**src/rtl/regfile_sb.sv**
```systemverilog
// Two-read, two-write integer register file with a per-register busy scoreboard.
// Write ports clear busy bits and reservations set them; x0 is hardwired to zero.
module regfile_sb #(
  parameter int unsigned XLEN   = 32,
  parameter int unsigned NREGS  = 32,
  parameter int unsigned BYPASS = 1,
  localparam int unsigned AW    = $clog2(NREGS)
) (
  input  logic            clk,
  input  logic            rst,
  input  logic [AW-1:0]   rs1,
  input  logic [AW-1:0]   rs2,
  output logic [XLEN-1:0] rs1_data,
  output logic [XLEN-1:0] rs2_data,
  output logic            rs1_busy,
  output logic            rs2_busy,
  input  logic            issue_en,
  input  logic [AW-1:0]   issue_rd,
  input  logic            wb0_en,
  input  logic [AW-1:0]   wb0_rd,
  input  logic [XLEN-1:0] wb0_data,
  input  logic            wb1_en,
  input  logic [AW-1:0]   wb1_rd,
  input  logic [XLEN-1:0] wb1_data,
  output logic [AW:0]     busy_count
);

  logic [XLEN-1:0] regs_q [NREGS];
  logic [XLEN-1:0] regs_d [NREGS];
  logic [NREGS-1:0] busy_q, busy_d;
  logic [AW:0]      count_q, count_d;

  logic wb0_act, wb1_act;
  assign wb0_act = wb0_en && (wb0_rd != '0);
  assign wb1_act = wb1_en && (wb1_rd != '0);

  // Next state: load port applied after ALU port so it wins a same-rd collision;
  // a reservation is applied last so a new producer outlives a same-cycle clear.
  always_comb begin
    regs_d = regs_q;
    busy_d = busy_q;
    if (wb0_act) begin
      regs_d[wb0_rd] = wb0_data;
      busy_d[wb0_rd] = 1'b0;
    end
    if (wb1_act) begin
      regs_d[wb1_rd] = wb1_data;
      busy_d[wb1_rd] = 1'b0;
    end
    if (issue_en && (issue_rd != '0)) begin
      busy_d[issue_rd] = 1'b1;
    end
    regs_d[0] = '0;
    busy_d[0] = 1'b0;
  end

  // Population count of the post-edge busy vector.
  always_comb begin
    count_d = '0;
    for (int i = 0; i < NREGS; i++) begin
      count_d = count_d + (AW+1)'(busy_d[i]);
    end
  end

  always_ff @(posedge clk or posedge rst) begin
    if (rst) begin
      for (int i = 0; i < NREGS; i++) begin
        regs_q[i] <= '0;
      end
      busy_q  <= '0;
      count_q <= '0;
    end else begin
      regs_q  <= regs_d;
      busy_q  <= busy_d;
      count_q <= count_d;
    end
  end

  assign busy_count = count_q;

  // Read port 1: stored value, optionally overridden by this cycle's writeback.
  always_comb begin
    rs1_data = regs_q[rs1];
    rs1_busy = busy_q[rs1];
    if (BYPASS != 0) begin
      if (wb0_act && (wb0_rd == rs1)) begin
        rs1_data = wb0_data;
        rs1_busy = 1'b0;
      end
      if (wb1_act && (wb1_rd == rs1)) begin
        rs1_data = wb1_data;
        rs1_busy = 1'b0;
      end
    end
    if (rst) begin
      rs1_data = '0;
    end
  end

  always_comb begin
    rs2_data = regs_q[rs2];
    rs2_busy = busy_q[rs2];
    if (BYPASS != 0) begin
      if (wb0_act && (wb0_rd == rs2)) begin
        rs2_data = wb0_data;
        rs2_busy = 1'b0;
      end
      if (wb1_act && (wb1_rd == rs2)) begin
        rs2_data = wb1_data;
        rs2_busy = 1'b0;
      end
    end
    if (rst) begin
      rs2_data = '0;
    end
  end

endmodule

```
**config.mk**
```make
export PLATFORM = sky130hd
export DESIGN_NAME = regfile_sb
export DESIGN_NICKNAME = d
export VERILOG_FILES = /design/src/rtl/regfile_sb.sv
export SDC_FILE = /design/constraint.sdc
export NUM_CORES = 2
export LEC_CHECK = 0
export CAP_MARGIN = 25
export CORE_MARGIN = 5
export CORE_UTILIZATION = 47
export CTS_BUF_LIST = sky130_fd_sc_hd__clkbuf_16
export DETAILED_ROUTE_END_ITERATION = 10
export DONT_BUFFER_PORTS = 1
export GPL_ROUTABILITY_DRIVEN = 0
export HOLD_SLACK_MARGIN = 0.05
export MAX_ROUTING_LAYER = met4
export SLEW_MARGIN = 20
export SYNTH_ARGS = -nofsm -noshare
export SYNTH_HDL_FRONTEND = slang
export SYNTH_SLANG_ARGS = --single-unit
```
**constraint.sdc**
```tcl
create_clock -name clk -period 93.7 [get_ports clk]
set_input_delay 14.055 -clock clk [delete_from_list [all_inputs] [get_ports clk]]
set_output_delay 14.055 -clock clk [all_outputs]
set_load 0.02 [all_outputs]
```
==> results.md <==
* Crit share post-route at 0.336
* Cell area after synthesis at 65900 um^2
* Area leader, netlist: dfrtp_1
* Status: complete, no violations
* Post-synth EDFFs at 0
* RSZ-0062 raised after global routing: false
* Initial antenna violation count at 8
* Synth area leaders: dfrtp_1, mux2i_1, mux4_2
* DR vias at 53600
* CP required at approximately 80 ns
* Power Density at roughly 23 nW/um^2
* H-tree depth at 3
* Total wire length at 266000 um
* CTS Root Cell: clkbuf_16
* # rows at around 140
* Gr ovfl total at 0
* Hold path start: regs_q[964]
* Synth-to-Final Area Change at 6.46%
* Initial DRC Count at between 7000 and 8000
* Hold Path Stages at 2
* Post-CTS setup buffer count at 0
* RR Startpoint: busy_q[14]
* WP data arrival at about 17 ns
* Die W at between 300 and 400 um
* I/O Pins at ~170
* Hold_buf cts at 0
* Register area share after synthesis at 0.391
* Top_reg_cell synth: dfrtp_1
* CTS sink cnt at a little over 1000
* Layout Skew at approximately 0.020 ns
* ANT nets after route at 0
* 1st-pass router iterations at 8
* Min cycle time layout at about 31 ns
* Worst Tran Pin Value at roughly 1.1 ns
* Global-route wire length before repair at 380000 um
* Crit end category: output pin
* Worst-path fanout max at between 200 and 300
* Placement Cell Area at approximately 66000 um^2
* Most frequent cells in the layout: mux2i_1, dfrtp_1, a21oi_1, nor2_1, o21ai_0
* Hold Vio Cnt, Final at 0
* Fmax at ~32 MHz
* Vias in the first global route at between 50000 and 60000
* Hold Crit Class: reg2reg
* Die Area at ~150000 um^2
* Design Area, Final at around 70000 um^2
* I/O Buffers at 0
* Syn_area_per_cell at 10.2 um^2
* P_leak at approximately 32 nW
* Largest net degree at the start of global routing at about 270
* Placed insts at around 7700
* Inserted Clock Buffers at about 120
* Nets at between 6000 and 7000
* Slew HR at 0.247
* CTS resizes at 0
* Post-Route Setup TNS at 0 ns
* CP startpoint: rs1[0]
* Layout Cells excl Fill at slightly below 8000
* DRC Markers at 0
* Total GRT Usage at 0.363
* CP Class: in2out
* Clk_lat worst skew at just under 0.8 ns
* Syn_nets at 6604
* Final worst slack at around 62 ns
* Maximum root-to-sink buffer count at 3
* Worst vdd ir at 55.8 uV
* Routed wire per std cell at around 34 um
* Synth top area share at 0.391
* TritonCTS clock tree: yes
* Most common cell after layout, fill and taps aside: mux2i_1
* Post-synthesis cell count at about 6500
* Die height at 384 um
* Synth warnings at 0
* Clock-pin slew on the worst setup and hold paths at around 0.060 ns
* Post-synth cell types at 61
* Pre-CTS setup slack at about 62 ns
* CP startpoint kind: input pin
* Slew Viols, Final at 0
* Yosys reg bits at just over 1000
* Async SR Flop Fraction at 1.00
* Via/cell ratio at about 6.8
* Detailed Place HPWL at roughly 150000 um
* Final setup vio count at 0
* CORE AREA at roughly 140000 um^2
* Worst Reg2Reg Path Length in Cells at 17
* Starting Density at 0.473
* Share of layout cells above drive strength 1 at 0.153
* Max-Cap Viols at 0
## critical path, cell delays in order
cell,delay (ns)
nor2b_4,0.98
buf_4,0.44
a221oi_1,0.13
o21ai_0,0.23
o221ai_1,0.16
or4_1,0.70
o21ai_1,0.38
## area by class of cell
| type | instances | area, um^2 |
|---|---|---|
| antenna | 5 | 12.5 |
| clock buffer | 117 | 2930 |
| clock inverter | 96 | 636 |
| fill | 12500 | 69200 |
| inverter | 48 | 188 |
| multi-input combinational | 4602 | 37300 |
| sequential | 1029 | 25700 |
| tap | 1876 | 2350 |
| timing repair buffer | 125 | 1000 |
## cells by family after synthesis
logic type                 after synthesis  share of synthesized area
AOI/OAI and AO/OA                     1580                      0.139
xor gates and xnor gates                23                    0.00306
adders and majority gates               30                    0.00832
buffers and inverters                  849                     0.0517
DFF                                   1029                      0.391
muxes                                 1603                      0.321
and+or+nand+nor                       1366                     0.0861
## per-layer routing
layer	GRT usage	vias to the layer above	part of all wire
met5	-	-	0
li1	-	22600	-
met3	0.126	747	0.13
met4	0.164	0	0.055
met1	0.476	26700	0.39
met2	0.510	3569	0.43
## synthesized netlist by cell type (32+ instances only)
master,instances
o22ai_1,36
buf_2,116
a32oi_1,60
mux2_2,150
nor3_1,42
o21ai_0,420
inv_1,47
or4_1,32
a221o_1,51
a21oi_1,810
dfrtp_1,1029
nand2_1,364
clkbuf_1,522
buf_1,146
and3_1,38
nor2_1,805
mux4_2,394
a221oi_1,98
mux2i_1,1059
## where the power goes
group / internal [mW] / switching [mW]
clock: 0.242 / 0.204
combinational: 0.257 / 0.271
sequential: 0.569 / 0.0956
total: 1.07 / 0.571
## flip-flops by register name, indices dropped and copies added, names as in the netlist
| signal | cells |
|---|---|
| busy_count | 6 |
| regs_q | 992 |
| busy_q | 31 |
## stage by stage
stage                util  total power, mW  hold WS, ns
finish              0.503             1.64        0.580
global route        0.503             1.72        0.599
CTS                 0.502             1.64        0.581
detailed placement  0.477             1.19        0.570
global placement    0.477             1.18        0.551
floorplan               -             1.03        0.524
## worst paths after layout
kind	endpoint	slack, ns
min in group asynchronous	regs_q[9]	13.25
hold / removal	regs_q[964]	0.58
max in group asynchronous	regs_q[368]	76.32
hold reg to reg	regs_q[964]	0.58
setup / recovery	rs1_data[12]	62.25
setup reg to reg	busy_count[4]	88.01
Note: power is estimated with default switching activity, not from simulation.
